`config.mk`:
```
export PLATFORM = sky130hd
export DESIGN_NAME = bsdeser
export DESIGN_NICKNAME = d
export VERILOG_FILES = /design/src/rtl/bsdeser.sv
export SDC_FILE = /design/constraint.sdc
export NUM_CORES = 1
export LEC_CHECK = 0
export BUFFER_PORTS_ARGS = -buffer_cell sky130_fd_sc_hd__buf_2
export CORE_ASPECT_RATIO = 2
export CORE_MARGIN = 10
export CORE_UTILIZATION = 50
export CTS_CLUSTER_DIAMETER = 80
export CTS_CLUSTER_SIZE = 25
export DETAILED_ROUTE_END_ITERATION = 8
export GPL_TIMING_DRIVEN = 0
export PLACE_DENSITY = 0.83
export REMOVE_ABC_BUFFERS = 1
export SYNTH_ARGS = -nofsm -noshare
export SYNTH_HDL_FRONTEND = slang
export SYNTH_SLANG_ARGS = --single-unit
```
`constraint.sdc`:
```
create_clock -name clk -period 1.3 [get_ports clk]
set_input_delay 0.065 -clock clk [delete_from_list [all_inputs] [get_ports clk]]
set_output_delay 0.065 -clock clk [all_outputs]
set_load 0.03 [all_outputs]
```
`src/rtl/bsdeser.sv`:
```
// Bit-serial to parallel deserializer.
// Collects LEN serial bits (LSB first, framed by isync on bit 0) into a word
// and hands it to a valid/ready consumer through a separate output register,
// so the next frame can start shifting while the previous word waits.
// The serial side never stalls. A word that completes while the output
// register still holds an unconsumed word is dropped and flagged in overrun.
//
// Handshake: a word on data is consumed in every clk where valid && ready.
// valid stays high and data stays stable until that happens. After
// consumption data keeps its last value, and valid falls unless a new word
// completes in the same clk.
module bsdeser #(
    parameter int LEN = 22
) (
    input  logic           clk,
    input  logic           reset,
    input  logic           is,
    input  logic           isync,
    input  logic           ready,
    output logic [LEN-1:0] data,
    output logic           valid,
    output logic           overrun,
    output logic [0:0]     state
);

    localparam int CW = $clog2(LEN);

    localparam logic [0:0] IDLE  = 1'b0;
    localparam logic [0:0] SHIFT = 1'b1;

    logic [LEN-1:0] sreg;
    logic [CW-1:0]  cnt;
    logic [LEN-1:0] word;
    logic           complete;
    logic           accept;

    // The last bit is still on 'is' in the completing clk, so the finished
    // word is the shift register with its top bit taken straight from 'is'.
    always_comb begin
        word          = sreg;
        word[LEN-1]   = is;
    end

    // A word completes on the last bit of a frame. An isync there is a
    // resync instead, and the partial word is thrown away.
    assign complete = (state == SHIFT) && !isync && (cnt == CW'(LEN - 1));
    assign accept   = !valid || ready;

    // Serial side: framing state machine, bit counter and shift register.
    always_ff @(posedge clk) begin
        if (reset) begin
            state <= IDLE;
            cnt   <= '0;
            sreg  <= '0;
        end else begin
            case (state)
                IDLE: begin
                    if (isync) begin
                        sreg[0] <= is;
                        cnt     <= CW'(1);
                        state   <= SHIFT;
                    end
                end
                SHIFT: begin
                    if (isync) begin
                        sreg[0] <= is;
                        cnt     <= CW'(1);
                    end else begin
                        sreg[cnt] <= is;
                        if (cnt == CW'(LEN - 1)) begin
                            cnt   <= '0;
                            state <= IDLE;
                        end else begin
                            cnt <= cnt + CW'(1);
                        end
                    end
                end
                default: begin
                    state <= IDLE;
                    cnt   <= '0;
                end
            endcase
        end
    end

    // Parallel side: output register, valid flag and sticky overrun.
    always_ff @(posedge clk) begin
        if (reset) begin
            data    <= '0;
            valid   <= 1'b0;
            overrun <= 1'b0;
        end else if (complete) begin
            if (accept) begin
                data  <= word;
                valid <= 1'b1;
            end else begin
                overrun <= 1'b1;
            end
        end else if (valid && ready) begin
            valid <= 1'b0;
        end
    end

endmodule

```
[Word-level counts from Yosys, hierarchy flattened]
Index checks and enable logic that the tools add are counted.
Widths: inputs -> output; s select.
Storage, ports and cells
  flip-flop bits (word level): 52
  bits of input ports: 5
  output and inout bits: 25
  logic and storage cells: 45
Operators by class
  $add $sub $neg: 1
  $lt $le $gt $ge: 2
  equal/unequal tests: 3
  mux-type cells: 17
  bitwise gates (word level): 3
  reductions and logical operators: 12
Operator list (count)
  $bwmux 22: 1
  $mux 5: 3
  $pmux 5 s2: 1
  $mux 1: 9
  $reduce_and 2->1: 4
  $lt 5x6->1 const B: 1
  $add 5x1->5 const B: 1
  $demux 1 s5: 1
  $eq 5x5->1 const B: 1
  $ge 5x1->1 const B: 1
  $logic_and 1x1->1: 4
  $pmux 1 s2: 2
  $not 1->1: 3
  $logic_not 1->1: 2
  $ne 2x1->1 const B: 1
  $ne 2x2->1 const B: 1
  $reduce_bool 2->1: 1
  $logic_or 1x1->1: 1

[Longest topological paths before layout]
Gate-level depths: netlist of the first run.
  depth in word-level cells: 7
  gate-level depth with buffers: 7
  mapped depth without buffers: 5

[Worst setup path before layout of the first run]
Ideal clock, no wire load.
  kind: register -> register
  start: reg state
  end: reg data[12]
  library setup time: 0.132 ns
  arrival: 1.313 ns
  data required time: 1.168 ns
  path slack: -0.145 ns
  cell stages (with the launch flop): 6
  buffers on the path: 2
  clock period less this slack: 1.445 ns
  cell sequence: dfxtp_1 -> buf_4 -> nand3b_4 -> clkbuf_1 -> o31ai_1 -> a21oi_1
Between the ends
  word-level cells in the longest chain between the ends: 3
RTL lines
  from (decl): RTL line 23  | output logic [0:0] state
  from (signal assigned): RTL line 52  | state <= IDLE;
  from (signal assigned): RTL line 61  | state <= SHIFT;
  from (signal assigned): RTL line 72  | state <= IDLE;
  $logic_and 1x1->1 (2 in series): RTL line 46  | assign complete = (state == SHIFT) && !isync && (cnt == CW'(LEN - 1));
  $reduce_and 2->1 (no source line)
  to (signal assigned): RTL line 94  | data <= word;
  to (decl): RTL line 20  | output logic [LEN-1:0] data,
Every way passes these cells.
A chain may end at the register's enable or synchronous reset.

[Final worst setup path of the first run]
  start: reg cnt[1]
  end: reg data[18]
Between the ends
  word-level cells in the longest chain between the ends: 3
RTL lines
  from (decl): RTL line 32  | logic [CW-1:0] cnt;
  from (signal assigned): RTL line 74  | cnt <= cnt + CW'(1);
  $eq 5x5->1: RTL line 46
  $logic_and 1x1->1: RTL line 46
  $reduce_and 2->1 (no source line)
Every way passes these cells.

==> results.tsv, run 1 <==
metric	value	unit
antenna_cells	0	
synth-seq-area-share	0.437	
clkSinkCount	51	
power_density	1000	mW/mm2
final_nets	305	
finalSetupTns	-2850	ps
htreeDepth	2	
grt_pass1_wl	10.2	mm
fin_crit_sh	1.15	
synth_top_family_by_area	simple AND/OR/NAND/NOR gates	
place_congestion	0.813	
detail-route-antenna-nets	0	
drt-wirelength-per-cell	20.6	um
cts_buffer_depth	2	
dpl_cell_area	0.00240	mm2
yosysWarnings	0	
synth.area.top_cells	dfxtp_1, a21oi_1, o31ai_1	
drt-initial-drc-count	232	
vias	2354	
synth_xor_area_frac	0	
min_path_type	input port to register	
firstDrtPassIters	5	
antenna_found_initial	0	
cap_violations	0	
max_freq	667	MHz
cp_max_fo	7	
io_pins	30	
cts_tree	done	
synthAdderAreaFrac	0.0214	
max_stage_delay	340	ps
synth_cell_type_count	31	
path_class	register to register	
synth_cells	265	
vdd.ir_drop.worst	0.000763	V
grt.total_usage	0.164	
synth_area	0.00234	mm2
cp.required	1460	ps
drc	0	
synth_mux_area_frac	0.0129	
yosysTopAreaCellShare	0.437	
grt_overflow_total	0	
die_h	117	um
grt_pass1_vias	2078	
hold_viol	0	
initial_utilization	0.513	
synthFlopType	dfxtp_1	
skew	12.7	ps
synth-seq-cells	51	
synth_edf_count	0	
fin_ws	-198	ps
crit_chain	inv_2 > ha_4 > buf_4 > nand3b_4 > o31ai_1 > a21oi_1	
setup_viol	41	
finalPower	2930	uW
fin_cells	352	
setup.worst_path.start_class	register	
violations	setup timing	
via_per_inst	6.69	
cts_made_buffers	5	
synthTopCellsByCount	dfxtp_1, a21oi_1, nand3_1	
yosysMostFrequentCell	dfxtp_1	
drive_gt1_frac	0.343	
tightest_slew	949	ps
rsz0062_at_grt	true	
dp_cells	320	
yosys.area.top_type	dfxtp_1	
clkTransAtPathRegs	100	ps
insertion_delay	320	ps
io_buffers	29	
drv_slew	0	
die_area	0.00797	mm2
avgSynthCellArea	8.82	um2
dp_hpwl	3.38	mm
finalWirelength	7.26	mm
grt_max_degree	53	
synth_compound_area_frac	0.230	
num_rows	35	
synth-async-reset-ratio	0	
leakagePower	0.00105	uW
coreArea	0.00455	mm2
cp.arrival	1650	ps
critical_path.endpoint_type	register	
layout_min_cycle_time	1500	ps
stdcell_area	0.00292	mm2
max_slew_margin	0.367	
area_delta_synth_final	25.2	%
cts_root_buf	clkbuf_8	
pre_cts_slack	-907	ps
synthSimpleGateAreaFrac	0.230	
status	finished with violations	
dieWidth	68.3	um
cp_slowest_cell	dfxtp_2	
==> final timing paths <==
kind	start	endpoint	slack [ps]	depth (start not counted)
setup / recovery	cnt[1]	data[18]	-200	6
hold / removal	isync	cnt[3]	180	2
setup reg to reg	cnt[1]	data[18]	-200	6
hold reg to reg	data[11]	data[11]	470	2
==> metrics by stage <==
stage	hold slack (ps)	util
floorplan	130	-
global placement	434	0.528
detailed placement	448	0.528
CTS	144	0.600
global route	185	0.642
finish	176	0.642
==> cell families (layout without fill, tap and decap cells) <==
logic type,Yosys count,count (layout)
and+or+nand+nor,81,87
DFF,51,51
buffers and inverters,33,59
muxes,3,3
AOI/OAI and AO/OA,93,93
adders and majority gates,4,4
==> layer usage <==
metal,wire [um],up-vias,GRT usage
met2,3790,157,0.288
met4,440,0,0.0850
met1,2480,1091,0.174
met3,553,45,0.0365
li1,-,1061,-
met5,0,-,0
==> state kept, by name, summed over array words and instances, names as in the netlist <==
| register | count |
|---|---|
| sreg | 21 |
| data | 22 |
| cnt | 5 |
| valid | 1 |
| overrun | 1 |
| state | 1 |
==> worst max-delay path: cells and delay by family, from the launching register on <==
kind / cells / cell delay [ps]
compound gates: 2 / 440
fa+ha+maj: 1 / 190
simple gates: 1 / 160
flops: 1 / 340
buf+inv: 2 / 210
==> cells in the final DEF, fill, tap and decap left out, types with 4 or more instances in the layout <==
cell,n
dfxtp_4,5
buf_2,29
nand4_1,22
nand3b_1,6
o31ai_2,9
a21oi_1,46
nand2b_1,4
dfxtp_1,45
clkbuf_8,5
o31ai_1,10
buf_4,14
ha_4,4
and3b_2,5
nand3_1,21
o21ai_1,18
==> area by class of cell <==
cell class,instances,area (um2)
Sequential cell,51,1040
Multi-Input combinational cell,187,1380
Clock inverter,3,43.8
Timing Repair Buffer,47,304
Tap cell,55,68.8
Fill cell,383,1630
Clock buffer,5,68.8
Inverter,4,17.5
==> what timing repair did <==
item	4_1_cts	5_1_grt
gates cloned	5	1
hold buffers	0	0
setup endpoints to repair	52	50
endpoints found under the hold margin	0	0
pin swaps	9	23
setup buffers	12	6
resized for setup	32	32
==> power by group <==
group | switching (uW) | total, uW | internal [uW]
logic | 122 | 193 | 71.4
registers | 24.3 | 1590 | 1560
clock network | 574 | 1150 | 574
Power figures use the tool's default switching activity.
==> run 2: changes to the inputs <==
CORE_UTILIZATION = 51   (was 50)
PLACE_DENSITY = 0.84   (was 0.83)
==> results.tsv, run 2 (synthesized netlist as in run 1, its figures left out) <==
metric	value	unit	change
holdPathStages	3		+1
r2r_cells	4		-2
place_congestion	0.826		+1.6%
grt_pass1_wl	10.5	mm	+2.8%
clkTransAtPathRegs	90	ps	about the same
status	finished with violations		
power_density	874	mW/mm2	-13%
cts_buffer_depth	2		unchanged
cp.arrival	1660	ps	about the same
rsz0062_at_grt	true		
cp_max_fo	18		+11
finalPower	2740	uW	-6.5%
fillers	301		-21%
antenna_cells	0		unchanged
dp_hpwl	3.40	mm	+0.46%
top_regs	data: 22 flops, sreg: 21 flops, cnt: 5 flops		
via_per_inst	6.85		+2.5%
max_freq	664	MHz	-0.48%
firstDrtPassIters	7		+2
vdd.ir_drop.worst	0.000664	V	-13%
clkSinkCount	51		unchanged
io_buffers	29		unchanged
grt.total_usage	0.169		+0.00493
critical_path.endpoint_type	register		
vias	2453		+4.2%
detail-route-antenna-nets	0		unchanged
largest_reg_flops	22		unchanged
crit_chain	nand3b_1 > buf_4 > o31ai_1 > a21oi_1		
cp.required	1460	ps	about the same
cts_tree	done		
tightest_slew	946	ps	-2.96 ps
r2r_end	data[2]		
leakagePower	0.00109	uW	+3.9%
stdcell_area	0.00313	mm2	+7.1%
cts_root_buf	clkbuf_8		
setup_viol	48		+17%
violations	setup timing		
layout_commonest_cell	dfxtp_1		
drt-initial-drc-count	247		+6.5%
antenna_found_initial	0		unchanged
r2r-start	cnt[3]		
drc	0		unchanged
io_pins	30		unchanged
hp-start	isync		
drv_slew	0		unchanged
die_area	0.00785	mm2	-1.5%
fin_ws	-205	ps	-7.22 ps
cap_violations	0		unchanged
pre_cts_slack	-892	ps	+14.5 ps
drive_gt1_frac	0.408		+0.0645
final_nets	312		+2.3%
max_flop_register	data		
hold_viol	0		unchanged
layout_min_cycle_time	1510	ps	+7.22 ps
final_cell_mix	dfxtp_1, a21oi_1, buf_2		
finalWirelength	8.09	mm	+12%
die_h	116	um	-0.82%
num_rows	34		-2.9%
drt-wirelength-per-cell	22.6	um	+9.7%
htreeDepth	2		unchanged
fin_crit_sh	1.16		+0.00556
cp_slowest_cell	dfxtp_2		
finalSetupTns	-4010	ps	-1160 ps
setup.worst_path.start_class	register		
grt_max_degree	53		unchanged
coreArea	0.00438	mm2	-3.8%
hold_buffers	0		unchanged
initial_utilization	0.533		+0.0202
worst-r2r-setup-slack	-210	ps	about the same
dieWidth	67.9	um	-0.70%
dpl_cell_area	0.00240	mm2	about the same
path_class	register to register		
max_slew_margin	0.369		+0.00197
insertion_delay	310	ps	about the same
hold_end	state		
grt_pass1_vias	2206		+6.2%
grt_overflow_total	0		unchanged
area_delta_synth_final	34.1	%	
min_path_type	input port to register		
cts_made_buffers	5		unchanged
skew	6.36	ps	-6.36 ps
max_stage_delay	420	ps	+80 ps
-- run 2: cell types whose count changed in the layout (fill, tap and decap cells not counted), moves of 3 or more --
| cell | previous run | this run |
|---|---|---|
| o21ai_2 | 0 | 6 |
| o31ai_1 | 10 | 5 |
| buf_4 | 14 | 17 |
| o21ai_1 | 18 | 13 |
| o31ai_4 | 1 | 6 |
-- run 2: worst max-delay path by stage --
stage / cells past startpoint / startpoint / slack, ps / to
after floorplan: 3 / state / -670 / data[0]
after global placement: 3 / state / -820 / data[21]
after detailed placement: 3 / state / -890 / data[0]
after CTS: 5 / cnt[1] / -100 / cnt[3]
after global routing: 5 / cnt[1] / -210 / cnt[3]
final: 4 / cnt[3] / -210 / data[2]
-- run 2: area by class of cell --
cell class                 count  area [um2]  share of cell area
clock inverter                 2        12.5             0.00399
sequential                    51        1040               0.331
tap                           54        67.6              0.0216
timing repair buffer          53         382               0.122
clock buffer                   6        72.6              0.0232
multi-input combinational    188        1540               0.491
inverter                       4        22.5             0.00719
-- run 2: per-stage QoR --
| stage | hold WS [ps] | util | cells |
|---|---|---|---|
| after floorplan | 130 | - | 236 |
| after global placement | 433 | 0.549 | 319 |
| after detailed placement | 443 | 0.549 | 319 |
| after CTS | 150 | 0.623 | 344 |
| after global routing | 205 | 0.715 | 358 |
| final | 200 | 0.715 | 358 |
-- run 2: worst max-delay path, delay by kind of cell (launching register included) --
kind | cells | cell delay (ps)
and+or+nand+nor | 1 | 280
DFF | 1 | 420
buffers and inverters | 1 | 230
AOI/OAI and AO/OA | 2 | 410
-- run 2: timing repair --
item                       4_1_cts  5_1_grt
setup buffers                   12       12
pin swaps                       10       27
resized for setup               32       63
gates cloned                     5        2
setup endpoints to repair       52       50
-- run 2: power breakdown --
group	internal (uW)	leakage (uW)	switching [uW]
sequential	1570	0.000415	25.7
combinational	93.6	0.000638	141
clock	377	0.0000412	535
total	2040	0.00109	702
-- run 2: layer usage --
metal  part of all wire  track usage
met3               0.10       0.0290
met4              0.081        0.115
met5                  0            0
met1               0.32        0.181
met2               0.50        0.289
